### src/rtl/burst_seq_gen.sv
// Multi-channel burst/gap counter sequencer with valid/ready output handshake.
// Optional BURST_SEQ_GEN_SAT_EN: per-channel saturating steps instead of modulo wrap.
module burst_seq_gen #(
    parameter int unsigned DW   = 4,
    parameter int unsigned NCH  = 2,
    parameter int unsigned LENW = 8
) (
    input  logic              clk,
    input  logic              rst,
    input  logic              start,
    input  logic              stop,
    input  logic              loop,
    input  logic              dir,
    input  logic [DW-1:0]     step,
    input  logic [NCH*DW-1:0] init,
    input  logic [LENW-1:0]   burst_len,
    input  logic [LENW-1:0]   gap_len,
    output logic              o_valid,
    input  logic              i_ready,
    output logic [NCH*DW-1:0] o_data,
    output logic              busy,
    output logic              done
);

    typedef enum logic [1:0] {
        S_IDLE,
        S_BURST,
        S_GAP,
        S_DONE
    } state_t;

    state_t              state_q, state_d;
    logic [LENW-1:0]     cnt_q, cnt_d;
    logic                cfg_loop_q, cfg_loop_d;
    logic                cfg_dir_q, cfg_dir_d;
    logic [DW-1:0]       cfg_step_q, cfg_step_d;
    logic [NCH*DW-1:0]   cfg_init_q, cfg_init_d;
    logic [LENW-1:0]     cfg_burst_len_q, cfg_burst_len_d;
    logic [LENW-1:0]     cfg_gap_len_q, cfg_gap_len_d;
    logic                o_valid_q, o_valid_d;
    logic [NCH*DW-1:0]   o_data_q, o_data_d;
    logic                busy_q, busy_d;
    logic                done_q, done_d;

    // A run may skip the burst and/or the gap when their lengths are zero.
    function automatic state_t entry_state(input logic [LENW-1:0] bl,
                                           input logic [LENW-1:0] gl);
        if (bl != '0) begin
            return S_BURST;
        end else if (gl != '0) begin
            return S_GAP;
        end else begin
            return S_DONE;
        end
    endfunction

    function automatic logic [NCH*DW-1:0] step_all(input logic [NCH*DW-1:0] cur,
                                                   input logic [DW-1:0]     stp,
                                                   input logic              down);
        logic [NCH*DW-1:0] nxt;
        logic [DW-1:0]     ch;
        nxt = '0;
        for (int unsigned k = 0; k < NCH; k++) begin
            ch = cur[k*DW +: DW];
`ifdef BURST_SEQ_GEN_SAT_EN
            // ch + stp overflows exactly when ch exceeds (2^DW-1) - stp, i.e. ~stp.
            if (down) begin
                ch = (stp > ch) ? '0 : ch - stp;
            end else begin
                ch = (ch > ~stp) ? '1 : ch + stp;
            end
`else
            ch = down ? ch - stp : ch + stp;
`endif
            nxt[k*DW +: DW] = ch;
        end
        return nxt;
    endfunction

    always_comb begin
        state_d         = state_q;
        cnt_d           = cnt_q;
        cfg_loop_d      = cfg_loop_q;
        cfg_dir_d       = cfg_dir_q;
        cfg_step_d      = cfg_step_q;
        cfg_init_d      = cfg_init_q;
        cfg_burst_len_d = cfg_burst_len_q;
        cfg_gap_len_d   = cfg_gap_len_q;
        o_data_d        = o_data_q;

        case (state_q)
            S_IDLE: begin
                if (start && !stop) begin
                    cfg_loop_d      = loop;
                    cfg_dir_d       = dir;
                    cfg_step_d      = step;
                    cfg_init_d      = init;
                    cfg_burst_len_d = burst_len;
                    cfg_gap_len_d   = gap_len;
                    o_data_d        = init;
                    cnt_d           = '0;
                    state_d         = entry_state(burst_len, gap_len);
                end
            end
            S_BURST: begin
                if (stop) begin
                    state_d = S_IDLE;
                end else if (i_ready) begin
                    o_data_d = step_all(o_data_q, cfg_step_q, cfg_dir_q);
                    if (cnt_q == cfg_burst_len_q - LENW'(1)) begin
                        cnt_d   = '0;
                        state_d = (cfg_gap_len_q == '0) ? S_DONE : S_GAP;
                    end else begin
                        cnt_d = cnt_q + LENW'(1);
                    end
                end
            end
            S_GAP: begin
                if (stop) begin
                    state_d = S_IDLE;
                end else if (cnt_q == cfg_gap_len_q - LENW'(1)) begin
                    cnt_d   = '0;
                    state_d = S_DONE;
                end else begin
                    cnt_d = cnt_q + LENW'(1);
                end
            end
            S_DONE: begin
                if (stop) begin
                    state_d = S_IDLE;
                end else if (cfg_loop_q) begin
                    o_data_d = cfg_init_q;
                    cnt_d    = '0;
                    state_d  = entry_state(cfg_burst_len_q, cfg_gap_len_q);
                end else begin
                    state_d = S_IDLE;
                end
            end
            default: state_d = S_IDLE;
        endcase

        // Flag outputs follow the next state so they line up with it after the edge.
        o_valid_d = (state_d == S_BURST);
        done_d    = (state_d == S_DONE);
        busy_d    = (state_d != S_IDLE);
    end

    always_ff @(posedge clk or posedge rst) begin
        if (rst) begin
            state_q         <= S_IDLE;
            cnt_q           <= '0;
            cfg_loop_q      <= 1'b0;
            cfg_dir_q       <= 1'b0;
            cfg_step_q      <= '0;
            cfg_init_q      <= '0;
            cfg_burst_len_q <= '0;
            cfg_gap_len_q   <= '0;
            o_valid_q       <= 1'b0;
            o_data_q        <= '0;
            busy_q          <= 1'b0;
            done_q          <= 1'b0;
        end else begin
            state_q         <= state_d;
            cnt_q           <= cnt_d;
            cfg_loop_q      <= cfg_loop_d;
            cfg_dir_q       <= cfg_dir_d;
            cfg_step_q      <= cfg_step_d;
            cfg_init_q      <= cfg_init_d;
            cfg_burst_len_q <= cfg_burst_len_d;
            cfg_gap_len_q   <= cfg_gap_len_d;
            o_valid_q       <= o_valid_d;
            o_data_q        <= o_data_d;
            busy_q          <= busy_d;
            done_q          <= done_d;
        end
    end

    assign o_valid = o_valid_q;
    assign o_data  = o_data_q;
    assign busy    = busy_q;
    assign done    = done_q;

endmodule

### config.mk
export PLATFORM = sky130hd
export DESIGN_NAME = burst_seq_gen
export DESIGN_NICKNAME = d
export VERILOG_FILES = /design/src/rtl/burst_seq_gen.sv
export SDC_FILE = /design/constraint.sdc
export NUM_CORES = 1
export LEC_CHECK = 0
export ABC_CLOCK_PERIOD_IN_PS = 3400
export BUFFER_PORTS_ARGS = -buffer_cell sky130_fd_sc_hd__clkbuf_2
export CORE_MARGIN = 1
export CORE_UTILIZATION = 40
export CTS_CLUSTER_DIAMETER = 40
export CTS_CLUSTER_SIZE = 28
export DETAILED_ROUTE_END_ITERATION = 16
export SYNTH_ARGS = -nofsm -noshare
export SYNTH_HDL_FRONTEND = slang
export SYNTH_SLANG_ARGS = --single-unit
### constraint.sdc
create_clock -name clk -period 3.4 [get_ports clk]
set_input_delay 0.17 -clock clk [delete_from_list [all_inputs] [get_ports clk]]
set_output_delay 0.17 -clock clk [all_outputs]
set_load 0.05 [all_outputs]
==> impl_results.md <==
* Core Area at between 7000 and 8000 um2
* Post-layout minimum cycle time at 2.514 ns
* Worst-Margin Slew at 1.102 ns
* Grt ovf at 0
* Worst Hold Class: in2reg
* Ys flop type: dfrtp_1
* Setup bufs post-CTS at 0
* Std-Cell Rows at 32
* Overall Global Routing Usage at 17.40%
* Die ar. at ~8400 um2
* Max Fclk at between 300 and 400 MHz
* LEAKAGE at 1.629 nW
* Most frequent cells in the layout: 51 x dfrtp_1, 45 x clkbuf_2, 31 x mux2_2, 21 x inv_1, 20 x o21ai_0
* Warnings from Yosys at 0
* Ys async rst share at 100.0%
* Critical Path Start Type: flip-flop
* RSZ-0062 raised after global routing: no
* Slew margin rel. at 26.41%
* Critical path class: reg2reg
* Synth Net Count at 375
* Maximum VDD drop at 357.9 uV
* Distinct cells, synth at 54
* Period utilization at 73.94%
* Total Wirelength at roughly 7000 um
* Status: complete, no violations
* Clock sinks at between 50 and 60
* Mean area per synthesized cell at 10.01 um2
* Worst clock skew at ~0.0050 ns
* Total power at 3.291 mW
* Die H at roughly 92 um
* Slew Viols, Final at 0
* Most common cell after layout, fill and taps aside: dfrtp_1
* Endpoints failing hold at 0
* Setup crit end kind: flip-flop
* Fill cell count at approximately 760
* Vias at about 2500
* CTS clk-pin slew, worst paths at 0.10 ns
* CP arrival at between 2 and 3 ns
* Worst skew pair latency at about 0.31 ns
* Max-cap violations at 0
* Vias in the first global route at between 2000 and 2500
* Seq/Total Area, Yosys at between 30 and 40%
* Cell Pwr Density at 899.8 nW/um2
* Cell Area, Synth at ~3200 um2
* Post-route DRC violation count at 0
* Post-synth EDFFs at 0
* Root Buffer: clkbuf_8
* HPWL after DPL at about 5100 um
* 1st-iter DRT viols at between 80 and 90
* Drt wl/cell at between 10 and 15 um
* FF+latch count, synth at 51
* Critical Path RT at ~3.6 ns
* CTS Hold Bufs at 0
* DR pass1 iterations at 4
* CTS tree: built
* CTS-repair resized insts at 0
* Setup TNS at 0 ns
* Ratio of cells with drive above 1 in the final layout at 26.45%
* Syn Inst Count at 321
* First-pass GRT wire length at about 12000 um
* H-tree depth at 2
* Post-route ant nets at 0
* Initial antenna violation count at 0
* # diodes at 0
* Crit path max fanout at 7
* Setup violators final at 0
* Nets at 416
* Largest net degree at the start of global routing at between 50 and 60
* Clock buffer depth at 2
* IO Pins at between 40 and 50
* Die X at 91.61 um
* Area delta synth->final at 13.87%
* Placer Congestion at 0.7966
* Buffers on Ports at between 40 and 50
* TritonCTS Buffers at 5
* DR vias/cell at 5.318
* Starting Density at around two fifths
kinds of logic (layout without fill, tap and decap cells):
group                      Yosys count  after routing  synth area share [%]
AOI/OAI and AO/OA                   62             62                 13.36
muxes                               32             32                 11.18
buffers and inverters               35             77                 4.402
DFF                                 51             51                 39.73
and+or+nand+nor                     95             95                 16.09
adders and majority gates           19             19                 7.869
xor gates and xnor gates            27             27                 7.363
critical path: stages (launching register included):
cell and delay, ns:
dfrtp_1 0.46, inv_1 0.11, ha_1 0.17, nor3b_1 0.30, nor4b_1 0.29, nor3_1 0.14
a2111oi_4 0.44, a21o_1 0.19, nand3_2 0.09, or2_1 0.21
layer usage:
metal / routed length (um) / part of all wire, % / GRT usage [%]
met5: 0 / 0 / 0
met4: 45 / 0.65 / 4.101
met3: 371 / 5.4 / 3.350
met2: 3073 / 45 / 26.63
met1: 3395 / 49 / 25.24
power by group:
part / internal (mW) / total, mW / switching (mW)
Clock: 0.294 / 0.508 / 0.214
Sequential: 0.846 / 1.12 / 0.276
Combinational: 0.728 / 1.66 / 0.933
Total: 1.87 / 3.29 / 1.42
synth_stat cells (2+ instances only):
cell type / n / area, um2
xor2_1: 13 / 113.9
nor3_1: 11 / 55.05
nand3_1: 8 / 40.04
ha_1: 17 / 212.7
fa_1: 2 / 40.04
a22o_1: 2 / 17.52
inv_1: 22 / 82.58
and3_1: 9 / 56.30
nor4b_1: 2 / 17.52
dfrtp_1: 51 / 1276
nand4_1: 3 / 18.77
nand2b_1: 3 / 18.77
a221oi_1: 2 / 17.52
a21oi_1: 13 / 65.06
nand2_1: 19 / 71.32
a21o_1: 3 / 22.52
or3_1: 3 / 18.77
o21ai_0: 20 / 100.1
nor2_1: 16 / 60.06
o31ai_1: 2 / 15.01
a21boi_0: 2 / 15.01
nor3b_1: 2 / 15.01
o21ai_1: 4 / 20.02
clkbuf_1: 10 / 37.54
buf_2: 2 / 10.01
xnor2_1: 14 / 122.6
or4_1: 2 / 15.01
nor4_1: 6 / 37.54
mux2_2: 31 / 349.1
nor2b_1: 3 / 18.77
state kept, by name, summed over array words and instances (netlist names):
register	flops
busy	1
cfg_burst_len_q	8
cfg_dir_q	1
cfg_gap_len_q	8
cfg_init_q	8
cfg_loop_q	1
cfg_step_q	4
cnt_q	8
done	1
o_data	8
o_valid	1
state_q	2
worst paths after layout:
| check | startpoint | endpoint | slack (ns) | depth (start not counted) |
|---|---|---|---|---|
| setup / recovery | cfg_burst_len_q[0] | busy | 0.89 | 9 |
| hold / removal | dir | cfg_dir_q | 0.09 | 2 |
| setup reg to reg | cfg_burst_len_q[0] | busy | 0.89 | 9 |
| hold reg to reg | cfg_init_q[3] | cfg_init_q[3] | 0.52 | 1 |
| max in group asynchronous | rst | o_data[3] | 2.61 | 2 |
| min in group asynchronous | rst | cfg_dir_q | 0.12 | 2 |
through the flow:
stage / utilization [%] / cell area, um2 / setup slack, ns / hold WS [ns] / instances
detailed placement: 45.56 / 3521 / 0.9196 / 0.4068 / 457
floorplan: - / 3212 / 1.161 / 0.3206 / 321
finish: 47.33 / 3657 / 0.8860 / 0.08657 / 465
global route: 47.33 / 3657 / 0.6682 / 0.08232 / 465
CTS: 47.33 / 3657 / 0.9080 / 0.07961 / 465
global placement: 45.56 / 3521 / 0.9998 / 0.4046 / 457
final cells by class:
class / instances / area (um2) / share of cell area (%)
Multi-Input combinational cell: 235 / 1794 / 49.06
Sequential cell: 51 / 1276 / 34.90
Timing Repair Buffer: 47 / 240.2 / 6.569
Tap cell: 102 / 127.6 / 3.490
Inverter: 22 / 82.58 / 2.258
Clock buffer: 5 / 68.82 / 1.882
Clock inverter: 3 / 67.56 / 1.847
No activity file was read; power rests on OpenSTA's default activity.
